<file path="config.mk">
export PLATFORM = sky130hd
export DESIGN_NAME = tff_bank_counter
export DESIGN_NICKNAME = d
export VERILOG_FILES = /design/src/rtl/tff_bank_counter.sv
export SDC_FILE = /design/constraint.sdc
export NUM_CORES = 1
export LEC_CHECK = 0
export CAP_MARGIN = 20
export CORE_ASPECT_RATIO = 1.25
export CORE_UTILIZATION = 42
export CTS_CLUSTER_SIZE = 40
export DETAILED_ROUTE_END_ITERATION = 6
export PLACE_DENSITY = 0.79
export REMOVE_ABC_BUFFERS = 1
export SKIP_CTS_REPAIR_TIMING = 1
export SLEW_MARGIN = 20
export SYNTH_ARGS = -nofsm -noshare
export SYNTH_HDL_FRONTEND = slang
export SYNTH_SLANG_ARGS = --single-unit
</file>
<file path="constraint.sdc">
create_clock -name clk -period 2.3 [get_ports clk]
set_input_delay 0.46 -clock clk [delete_from_list [all_inputs] [get_ports clk]]
set_output_delay 0.46 -clock clk [all_outputs]
set_load 0.05 [all_outputs]
</file>
<file path="src/rtl/tff_bank_counter.sv">
// Bank of WIDTH toggle flops sharing a clock: independent per-bit TFFs or a chained-T
// synchronous up/down counter, with parallel load, wrap pulse and per-bit change flags.
module tff_bank_counter #(
  parameter int                 WIDTH     = 8,
  parameter logic [WIDTH-1:0]   RESET_VAL = '0
) (
  input  logic             clk,
  input  logic             rst,
  input  logic             i_en,
  input  logic [1:0]       i_mode,
  input  logic [WIDTH-1:0] i_t,
  input  logic             i_load,
  input  logic [WIDTH-1:0] i_load_val,
  output logic [WIDTH-1:0] o_q,
  output logic [WIDTH-1:0] o_qbar,
  output logic             o_wrap,
  output logic [WIDTH-1:0] o_changed
);

  localparam logic [1:0] MODE_TOGGLE = 2'b00;
  localparam logic [1:0] MODE_UP     = 2'b01;
  localparam logic [1:0] MODE_DOWN   = 2'b10;

  logic [WIDTH-1:0] t_vec;
  logic             wrap_nxt;
  logic             carry;

  // Chained-T: bit k toggles when every lower bit is 1 (up) or 0 (down).
  always_comb begin
    t_vec    = '0;
    wrap_nxt = 1'b0;
    carry    = 1'b1;
    if (i_en) begin
      case (i_mode)
        MODE_TOGGLE: t_vec = i_t;
        MODE_UP: begin
          for (int k = 0; k < WIDTH; k++) begin
            t_vec[k] = carry;
            carry    = carry & o_q[k];
          end
          wrap_nxt = &o_q;
        end
        MODE_DOWN: begin
          for (int k = 0; k < WIDTH; k++) begin
            t_vec[k] = carry;
            carry    = carry & ~o_q[k];
          end
          wrap_nxt = ~|o_q;
        end
        default: t_vec = '0;
      endcase
    end
  end

  always_ff @(posedge clk) begin
    if (rst) begin
      o_q       <= RESET_VAL;
      o_wrap    <= 1'b0;
      o_changed <= '0;
    end else if (i_load) begin
      o_q       <= i_load_val;
      o_wrap    <= 1'b0;
      o_changed <= o_q ^ i_load_val;
    end else begin
      o_q       <= o_q ^ t_vec;
      o_wrap    <= wrap_nxt;
      o_changed <= t_vec;
    end
  end

  assign o_qbar = ~o_q;

endmodule

</file>
==> run summary <==
Outcome = finished, final reports clean
Core area = 2500 sq um
Hold depth = 2
Post-Synthesis Cells = 141
Row cnt = 20
Synth top area cells = dfxtp_1, xnor2_1, a211oi_1
Post-Synth Adder-Cell Area = 4.40%
Hold Vio Cnt, Final = 0
DRT iter0 DRCs = 26
Synth cell count leaders = dfxtp_1, inv_1, a211oi_1, nor2_1
Slew @ Worst Pin = 510 ps
Die area = 2920 sq um
R2R cell count = 4
Placer Congestion = 0.865
Max-cap violation count = 0
VDD IR max = 0.000290 V
Worst setup SP type = input pin
Post-route ant nets = 0
Clk_lat worst skew = 300 ps
Final setup fails = 0
Simple-Gate Fraction of Synth Area = 26.0%
Worst hold path type = reg -> reg
Synth Cell Area = 1140 sq um
Tcrit/Tclk final = 95.2%
XOR/XNOR share of the synthesized area = 9.23%
Sequential power share = 39.5%
Total clock sinks = 17
Vias per inst = 5.52
CP endpoint kind = register
GR Overflow Total = 0
Worst-path clk slew = 100 ps
First-pass GRT wire length = 5080 microns
Clock skew = 0.929 ps
Total Nets Final = 219
Psw = 0.000349 W
Most common cell in the netlist = dfxtp_1
Post-synth EDFFs = 0
Asr flop ratio synth = 0%
P_int = 0.000534 W
Die width = 48.6 microns
Data required, critical path = 2500 ps
Placed cell area = 1660 sq um
Dpl hpwl = 2330 microns
Comb power frac = 41.6%
Root Driver = clkbuf_4
Initial antenna violation count = 0
Initial Utilization = 45.5%
H-tree levels = 1
Net Sw Frac = 39.5%
Syn. warnings = 0
Largest net degree at the start of global routing = 27
Ant diodes = 0
Pwr/cell area = 523 nW/um^2
Residual DRC = 0
DR WL/cell = 13.4 microns
GRT Overall Usage = 22.4%
Register area share after synthesis = 29.9%
Max frequency = 457 MHz
Number of global-route vias before repair = 1,167
CP max FO = 5
Rel. slew slack = 65.7%
Fin cells = 225
Die H = 60.2 microns
Port bufs = 46
Critical Path AT = 2390 ps
TritonCTS clock tree = done
RSZ-0062 raised after global routing = yes
Total CTS buffers = 3
Cell variety after synth = 39
Number of synthesized register bits = 17
Post-synthesis mux area share = 1.76%
Leakage power = 0.638 nW
Clock share of power = 18.9%
Dpl cells = 221
Clk buf depth = 2
Layout area overhead = 48.5%
Cell area after layout = 1690 sq um
Share of cells above drive strength 1 = 10.9%
Compound-gate portion of the synthesized area = 18.8%
Largest family of logic cells by synthesized area = simple AND/OR/NAND/NOR gates
First-pass DRT Iterations = 4
Syn_area_per_cell = 8.08 sq um
Top-area cell type share of the netlist area = 29.9%
CP Class = in -> reg
Fin crit period = 2190 ps
Cell taking the most area after synthesis = dfxtp_1
# IOs = 47
Routed WL = 3010 microns
Via count = 1,241
Slew Viols, Final = 0
Primary FF master, synth = dfxtp_1
## power by group through the flow
stage | Sequential (W) | Combinational, W | Clock (W)
floorplan | 0.000429 | 0.000138 | 0
global placement | 0.000353 | 0.000360 | 0
detailed placement | 0.000355 | 0.000366 | 0
CTS | 0.000348 | 0.000368 | 0.000170
global route | 0.000354 | 0.000389 | 0.000180
finish | 0.000349 | 0.000368 | 0.000167
## metrics by stage
step | power, W | TNS (ps) | setup slack, ps | util (%) | hold WS, ps
final | 0.000883 | 0 | 111 | 67.6 | 685
after global placement | 0.000714 | -775 | -146 | 66.3 | 646
after CTS | 0.000887 | 0 | 74.6 | 67.4 | 686
after global routing | 0.000923 | -109 | -48.8 | 67.6 | 720
after detailed placement | 0.000721 | -1550 | -229 | 66.3 | 667
after floorplan | 0.000567 | 0 | 43.8 | - | 529
## flip-flops by register name, indices dropped and copies added, names as in the netlist
signal and flops:
o_wrap 1, o_q 8, o_changed 8
## worst paths after layout
kind,start,end,slack (ps)
worst max-delay path,i_mode[0],o_q[5],110
worst min-delay path,o_q[1],o_changed[1],690
worst max register to register,o_q[2],o_q[5],480
worst min register to register,o_q[1],o_changed[1],690
## placed cells by master, fill, tap and decap left out, drive strengths merged, types with 2 or more instances in the layout
master and count:
a211oi 10, a21oi 6, a31oi 5, and2 3
buf 11, clkbuf 4, clkdlybuf4s50 46, dfxtp 17
ha 4, inv 12, mux2i 2, nand2 9
nand2b 2, nand3 7, nor2 10, nor3 4
nor4 7, o21ai 4, or4 2, xnor2 9
xor2 3
## critical path, stage by stage
cell and delay, ps:
clkdlybuf4s50_1 450, inv_1 100, ha_1 160, or4b_4 510, o221ai_1 280, a211oi_1 130
a2111oi_2 300
## kinds of logic after synthesis
logic type,count (synthesis)
XOR/XNOR,12
AO/OA/AOI/OAI,31
AND/OR/NAND/NOR,52
buffers and inverters,23
adder cells (fa/ha/maj),4
multiplexers,2
flip-flops,17
## area by class of cell
class | count | area (sq um)
sequential | 17 | 340
timing repair buffer | 57 | 543
clock buffer | 4 | 26.3
fill | 224 | 812
tap | 33 | 41.3
inverter | 13 | 48.8
multi-input combinational | 101 | 691
## routing by layer
| layer | wire (microns) | GRT usage (%) | up-vias |
|---|---|---|---|
| li1 | - | - | 603 |
| met1 | 1260 | 26.5 | 576 |
| met5 | 0 | 0 | - |
| met3 | 185 | 1.27 | 7 |
| met4 | 67 | 12.6 | 0 |
| met2 | 1490 | 40.8 | 55 |
No activity file was read; power rests on OpenSTA's default activity.
